<file path="src/rtl/widths_union_pkg.sv">
// Shared types for the word-to-byte scheduler: the word/byte overlay union,
// the FSM state encoding and the word/byte widths.
package widths_union_pkg;

    localparam int WU_WORD_W = 16;
    localparam int WU_BYTE_W = 8;

    typedef union packed {
        logic [WU_WORD_W-1:0] w;
        struct packed {
            logic [WU_BYTE_W-1:0] hi;
            logic [WU_BYTE_W-1:0] lo;
        } b;
    } wu_word_t;

    typedef enum logic [1:0] {
        WU_IDLE,
        WU_BYTE0,
        WU_BYTE1
    } wu_state_t;

endpackage

</file>
<file path="src/rtl/widths_union_mod.sv">
// Byte splitter: views a 16-bit word through the packed union and exposes its
// low and high bytes.
module widths_union_mod
    import widths_union_pkg::*;
(
    input  logic [WU_WORD_W-1:0] u_in,
    output logic [WU_BYTE_W-1:0] u_low,
    output logic [WU_BYTE_W-1:0] u_high
);

    wu_word_t word;

    assign word   = u_in;
    assign u_low  = word.b.lo;
    assign u_high = word.b.hi;

endmodule

</file>
<file path="src/rtl/widths_union_byte_sched.sv">
// Round-robin word-to-byte scheduler: grants one 16-bit requester at a time and
// streams its two bytes out. Define WIDTHS_UNION_HIGH_FIRST_EN to send the high byte first.
module widths_union_byte_sched
    import widths_union_pkg::*;
#(
    parameter int NUM_REQ = 2,
    parameter int CNT_W   = 16
) (
    input  logic                         clk,
    input  logic                         rst_n,
    input  logic [NUM_REQ-1:0]           req_valid,
    input  logic [NUM_REQ*WU_WORD_W-1:0] req_word,
    output logic [NUM_REQ-1:0]           req_ready,
    output logic                         out_valid,
    input  logic                         out_ready,
    output logic [WU_BYTE_W-1:0]         out_byte,
    output logic                         out_last,
    output logic [$clog2(NUM_REQ)-1:0]   out_src,
    output logic                         busy,
    output logic [CNT_W-1:0]             byte_count
);

    localparam int SRC_W = $clog2(NUM_REQ);

    wu_state_t          state_q, state_d;
    logic [SRC_W-1:0]   rr_ptr_q, rr_ptr_d;
    logic [SRC_W-1:0]   src_q, src_d;
    wu_word_t           word_q, word_d;
    logic [CNT_W-1:0]   byte_count_q, byte_count_d;
    logic [SRC_W-1:0]   grant, grant_next;
    logic [NUM_REQ-1:0] req_ready_c;
    logic [WU_BYTE_W-1:0] u_low, u_high, first_byte, second_byte;
    logic               handshake;

    // First valid requester at or after ptr, wrapping around.
    function automatic logic [SRC_W-1:0] rr_pick(input logic [NUM_REQ-1:0] req,
                                                 input logic [SRC_W-1:0]   ptr);
        logic [SRC_W-1:0] pick;
        logic             found;
        int               idx;
        pick  = '0;
        found = 1'b0;
        for (int i = 0; i < NUM_REQ; i++) begin
            idx = int'(ptr) + i;
            if (idx >= NUM_REQ) idx = idx - NUM_REQ;
            if (!found && req[SRC_W'(idx)]) begin
                found = 1'b1;
                pick  = SRC_W'(idx);
            end
        end
        return pick;
    endfunction

    assign grant      = rr_pick(req_valid, rr_ptr_q);
    assign grant_next = (grant == SRC_W'(NUM_REQ - 1)) ? '0 : grant + 1'b1;

    widths_union_mod u_split (
        .u_in   (word_q.w),
        .u_low  (u_low),
        .u_high (u_high)
    );

`ifdef WIDTHS_UNION_HIGH_FIRST_EN
    assign first_byte  = u_high;
    assign second_byte = u_low;
`else
    assign first_byte  = u_low;
    assign second_byte = u_high;
`endif

    assign out_valid  = (state_q != WU_IDLE);
    assign busy       = (state_q != WU_IDLE);
    assign out_last   = (state_q == WU_BYTE1);
    assign out_src    = src_q;
    assign byte_count = byte_count_q;
    assign handshake  = out_valid & out_ready;

    // The accept strobe is combinational, so it must be masked while reset is held.
    assign req_ready  = req_ready_c & {NUM_REQ{rst_n}};

    always_comb begin
        case (state_q)
            WU_BYTE0: out_byte = first_byte;
            WU_BYTE1: out_byte = second_byte;
            default:  out_byte = '0;
        endcase
    end

    // NOTE: state registers use non-blocking assignments so every flop samples
    // the pre-edge value of every other flop, independent of process order.
    always_ff @(posedge clk or negedge rst_n) begin
        if (!rst_n) begin
            state_q      <= WU_IDLE;
            rr_ptr_q     <= '0;
            word_q       <= '0;
            src_q        <= '0;
            byte_count_q <= '0;
        end else begin
            state_q      <= state_d;
            rr_ptr_q     <= rr_ptr_d;
            word_q       <= word_d;
            src_q        <= src_d;
            byte_count_q <= byte_count_d;
        end
    end

    // NOTE: every signal written here gets a default first; a path that skips
    // an assignment would otherwise infer a latch.
    always_comb begin
        state_d      = state_q;
        rr_ptr_d     = rr_ptr_q;
        word_d       = word_q;
        src_d        = src_q;
        byte_count_d = byte_count_q;
        req_ready_c  = '0;

        case (state_q)
            WU_IDLE: begin
                if (|req_valid) begin
                    req_ready_c[grant] = 1'b1;
                    word_d.w = req_word[int'(grant)*WU_WORD_W +: WU_WORD_W];
                    src_d    = grant;
                    rr_ptr_d = grant_next;
                    state_d  = WU_BYTE0;
                end
            end
            WU_BYTE0: if (out_ready) state_d = WU_BYTE1;
            WU_BYTE1: if (out_ready) state_d = WU_IDLE;
            default:  state_d = WU_IDLE;
        endcase

        if (handshake) byte_count_d = byte_count_q + CNT_W'(1);
    end

endmodule

</file>
<file path="config.mk">
export PLATFORM = sky130hd
export DESIGN_NAME = widths_union_byte_sched
export DESIGN_NICKNAME = d
export VERILOG_FILES = /design/src/rtl/widths_union_pkg.sv /design/src/rtl/widths_union_mod.sv /design/src/rtl/widths_union_byte_sched.sv
export SDC_FILE = /design/constraint.sdc
export NUM_CORES = 1
export LEC_CHECK = 0
export ABC_AREA = 1
export ABC_CLOCK_PERIOD_IN_PS = 1700
export BUFFER_PORTS_ARGS = -buffer_cell sky130_fd_sc_hd__clkbuf_2
export CAP_MARGIN = 15
export CORE_MARGIN = 5
export CORE_UTILIZATION = 51
export CTS_BUF_LIST = sky130_fd_sc_hd__clkbuf_2 sky130_fd_sc_hd__clkbuf_4 sky130_fd_sc_hd__clkbuf_8
export DETAILED_ROUTE_END_ITERATION = 12
export PLACE_DENSITY = 0.81
export SLEW_MARGIN = 20
export SYNTH_ARGS = -nofsm -noshare
export SYNTH_HDL_FRONTEND = slang
export SYNTH_SLANG_ARGS = --single-unit
</file>
<file path="constraint.sdc">
create_clock -name clk -period 1.7 [get_ports clk]
set_input_delay 0.17 -clock clk [delete_from_list [all_inputs] [get_ports clk]]
set_output_delay 0.17 -clock clk [all_outputs]
set_load 0.01 [all_outputs]
</file>
# Yosys cells after proc, flatten, opt, wreduce, memory -nomap -nowiden
# Index checks and enable logic that the tools add are counted.
# classes
add_sub_neg	5
n_lt_le_gt_ge	6
eq_ne	5
n_shift	1
n_mux	19
bitwise_logic	2
n_reduce_logical	8
# op_table
op	count
$shiftx 32x6->16	1
$add 16x1->16 const B	1
$pmux 8 s2	1
$mux 1	11
$mux 2	5
$lt 1x3->1 const B	2
$ne 2x2->1 const B	3
$pmux 2 s3	1
$reduce_and 3->1	1
$add 1x1->2 const B	1
$and 2x2->2	1
$eq 2x1->1 const B	1
$eq 2x2->1 const B	1
$ge 1x2->1 const B	1
$ge 2x2->1 const B	1
$logic_and 1x1->1	2
$logic_not 2->1	1
$lt 1x2->1 const B	1
$reduce_and 2->1	1
$reduce_bool 2->1	1
$reduce_or 2->1	1
$sub 1x1->1 const B	2
$add 1x1->1 const B	1
$and 1x1->1	1
3 further kinds	3
# word_totals
register_bits	36
inputBits	37
out_inout_bits	30

# Logic depth before layout (Yosys ltp)
# logic_depth
ltp_word	16
depth_mapped	10

# Modules after synthesis
# From an unflattened synthesis, not the netlist that was laid out.
# hier_totals
hier_cells	246
area_unflattened_um2	2029.4
# modules_own_cells
module	n_inst	cells_per_inst	area_per_inst_um2
widths_union_byte_sched	1	230	1909.3
widths_union_mod	1	16	120.1

# Least setup slack after synthesis
# No wires, ideal clock.
# synth_path
kind	register to output
from	register state_q[0]
to	output port req_ready[0]
arrival_time_ps	1384
slack_ps	146
path_stages_with_launch	8
path_buffers	1
path_cell_list	dfrtp_1 > inv_1 > ha_1 > inv_4 > nor2_4 > buf_4 > nand2_1 > nor2_1
# synth_via
elab_chain_len	3
# synth_lines
element	line	rtl
start, declared	widths_union_byte_sched.sv:25	wu_state_t state_q, state_d;
start signal, assigned	widths_union_byte_sched.sv:99	state_q <= state_d;
$logic_not 2->1	widths_union_byte_sched.sv:117	case (state_q)
$mux 2	widths_union_byte_sched.sv:117	
$and 2x2->2	widths_union_byte_sched.sv:79	assign req_ready = req_ready_c & {NUM_REQ{rst_n}};
end, declared	widths_union_byte_sched.sv:13	output logic [NUM_REQ-1:0] req_ready,
# Every way passes these cells.

# Worst setup path in the final report
# layout_path
from	register state_q[1]
to	output port out_byte[4]
# layout_via
elab_chain_len	2
word_cells_on_any_way	3
classes_between	eq/ne: 2; mux: 1
# layout_lines
element	line	rtl
$eq 2x2->1 / $eq 2x1->1 (equally long branches)	widths_union_byte_sched.sv:82	case (state_q)
$pmux 8 s2 *	widths_union_byte_sched.sv:82	
end, declared	widths_union_byte_sched.sv:16	output logic [WU_BYTE_W-1:0] out_byte,
# Mark *: on every way between the ends. The rest lies on a longest branch, timed or not.

==> impl_metrics.ini <==
[setup_path]
endpoint_kind = output pin
cp_top_family = flip-flops
worstPathRequired_ns = 1.53
worst-path-buf-inv = 3
criticalPathCategory = reg2out
max_stage_delay_ns = 0.39
r2r_slack_ns = 0.17
cp.arrival_ns = 1.53
crit_fanout = 8
start_kind = flop
slowest_stage = dfrtp_1
path_cells = inv_2, ha_4, inv_1, a21oi_1, clkbuf_2

[timing]
rsz0062_at_grt = yes
hold_viol = 0
period_minus_slack_ns = 1.702
hold_ws_ns = 0.1021
drv_slew = 0
finalClockSkew_ns = 0.007172
setup_violations = 1
fin_ws_ns = -0.002435
tightest_slew_ns = 0.4483
fin_crit_sh_pct = 100.1
worst_slew_margin_rel_pct = 69.80
max_freq_ghz = 0.5874

[outcome]
failed_checks = negative setup slack
outcome = finished, violations left

[floorplanning]
die-area_sq_mm = 0.005042
io-pin-count = 67
die_x_microns = 71.01
start_util_pct = 52.24
fp.dieH_microns = 71.01
num_rows = 22
core_area_sq_mm = 0.003633

[power]
clockPowerShare_pct = 18.9
power_switching_share_pct = 39.92
total_leakage_power_nw = 1.332
switchingPower_mw = 1.573
power_density_mw_per_mm2 = 1572
combPwrFrac_pct = 45.8
vdd_ir_drop_max_mv = 0.9828
seq_power_share_pct = 35.3
p_int_mw = 2.367

[logic_synthesis]
synthMuxAreaShare_pct = 0.5933
synthFlopType = dfrtp_1
synth_cell_type_count = 26
synth_top_family_by_area = simple AND/OR/NAND/NOR gates
ys_seq_area_share_pct = 47.46
synth.avg_cell_area_sq_um = 8.252
ys_ff_latch = 36
yosys.area_share.adder_pct = 3.955
syn_area_sq_mm = 0.001898
synthXorXnorAreaFrac_pct = 4.614
synth_nets = 273
ys_warn_count = 0
synth_compound_area_share_pct = 3.164
synth_edf_count = 0
synth_cells = 230
async_flop_share_pct = 100.0
synthSimpleGateAreaFrac_pct = 34.81

[final_layout]
diodes = 0
final_cell_area_sq_mm = 0.002506
fin_nets = 354
layout-drive-gt1-share_pct = 34.62
final_common_cell = nand2_1
n_fill_cell = 305
area_growth_pct = 32.04
post-route-util_pct = 68.97
final_cell_mix = nand2_1 (78), clkbuf_2 (63), nand3_1 (37)

[clock_tree]
clkTransAtPathRegs_ns = 0.07
cts_tree = yes
cts_buffer_depth = 2
clock-sinks = 36
root_buffer = clkbuf_8
cts_buffers = 5
clk_latency_ns = 0.28
htreeDepth = 2

[global_route]
use_met1_pct = 24.71
groute.layer.met2.usage_pct = 31.00
antenna_found_initial = 0
grt_pass1_vias = 1740
gr-total-overflow = 0
use_met3_pct = 6.392
busiest_layer = met2
track_usage_pct = 19.39
grt_pass1_wl_microns = 7755
grt_max_degree = 37

[drt]
drc = 0
vias = 1822
dr.pass1.iters = 4
viasPerCell = 5.061
ant_nets = 0
drt-total-wl_microns = 4618
wire_per_inst_microns = 12.83
drt_iter0_markers = 107

[min_path]
hold_class = in2reg

[placed_design]
portBuffers = 66
placed_cell_area_sq_mm = 0.002286
gp_congestion = 0.8162
hpwlAfterDp_microns = 3372

[run]
cap_violations = 0
[layout make-up]
| type | count | area, sq um | area share, % |
|---|---|---|---|
| clock buffer | 6 | 76.32 | 3.045 |
| clock inverter | 2 | 35.03 | 1.398 |
| inverter | 16 | 62.56 | 2.496 |
| multi-input combinational | 172 | 933.4 | 37.24 |
| sequential | 36 | 900.9 | 35.95 |
| tap | 48 | 60.06 | 2.396 |
| timing repair buffer | 80 | 437.9 | 17.47 |
[cell usage after synthesis (3+ instances only)]
master     n  area [sq um]
nor2_1    14         52.55
nor2_4     5         56.30
nand3b_1   3         22.52
ha_1       6         75.07
dfrtp_1   36         900.9
nand3_1   37         185.2
nand2_1   78         292.8
xor2_1     5         43.79
inv_1     13         48.80
a21oi_1    9         45.04
xnor2_1    5         43.79
[through the flow]
step,instances,setup slack (ns),power (mW),setup TNS (ns)
floorplan,230,0.1461,2.455,0
global placement,343,0.1590,2.945,0
detailed placement,343,0.08961,2.984,0
CTS,354,0.001560,3.848,0
global route,360,-0.08786,4.256,-0.5136
finish,360,-0.002435,3.941,-0.002435
[worst min-delay path: cells and delay by family]
family | cells | cell delay (ns)
buf+inv | 1 | 0.07
simple gates | 2 | 0.11
[flip-flops by register name (all words and copies together) (netlist names)]
signal	flops
byte_count	16
out_src	1
rr_ptr_q	1
state_q	2
word_q	16
[cells by family after synthesis]
family	count (synthesis)
AOI/OAI and AO/OA	12
adders and majority gates	6
buffers and inverters	22
xor gates and xnor gates	10
muxes	1
DFF	36
and+or+nand+nor	143
[worst paths after layout]
check,from,to,depth (start not counted)
max in group asynchronous,rst_n,byte_count[6]$_DFFE_PN0P_,3
worst min register to register,out_src$_DFFE_PN0P_,out_src$_DFFE_PN0P_,2
worst max register to register,state_q[1]$_DFFE_PN0P_,byte_count[11]$_DFFE_PN0P_,10
worst min-delay path,req_word[30],word_q[14]$_DFFE_PN0P_,3
min in group asynchronous,rst_n,out_src$_DFFE_PN0P_,3
worst max-delay path,state_q[1]$_DFFE_PN0P_,out_byte[4],5
[routing by layer]
metal  vias up  part of all wire (%)
met5         -                     0
met2        65                    50
met3         6                   6.1
met4         0                   1.1
li1        899                     -
met1       852                    43
[power groups by stage]
stage / Clock [mW] / Combinational (mW) / Sequential, mW
3_5_place_dp: 0 / 1.58 / 1.40
5_1_grt: 0.808 / 2.02 / 1.43
3_3_place_gp: 0 / 1.55 / 1.39
6_report: 0.746 / 1.80 / 1.39
2_1_floorplan: 0 / 1.06 / 1.40
4_1_cts: 0.760 / 1.70 / 1.39
[repair_timing]
item,in CTS,in global routing
endpoints found under the setup margin,8,9
pin swaps,0,1
setup buffers,2,6
gates resized for setup,7,6
hold endpoints to repair,36,0
hold buffers,1,0
cloned,0,0
Note: power is estimated with default switching activity, not from simulation.
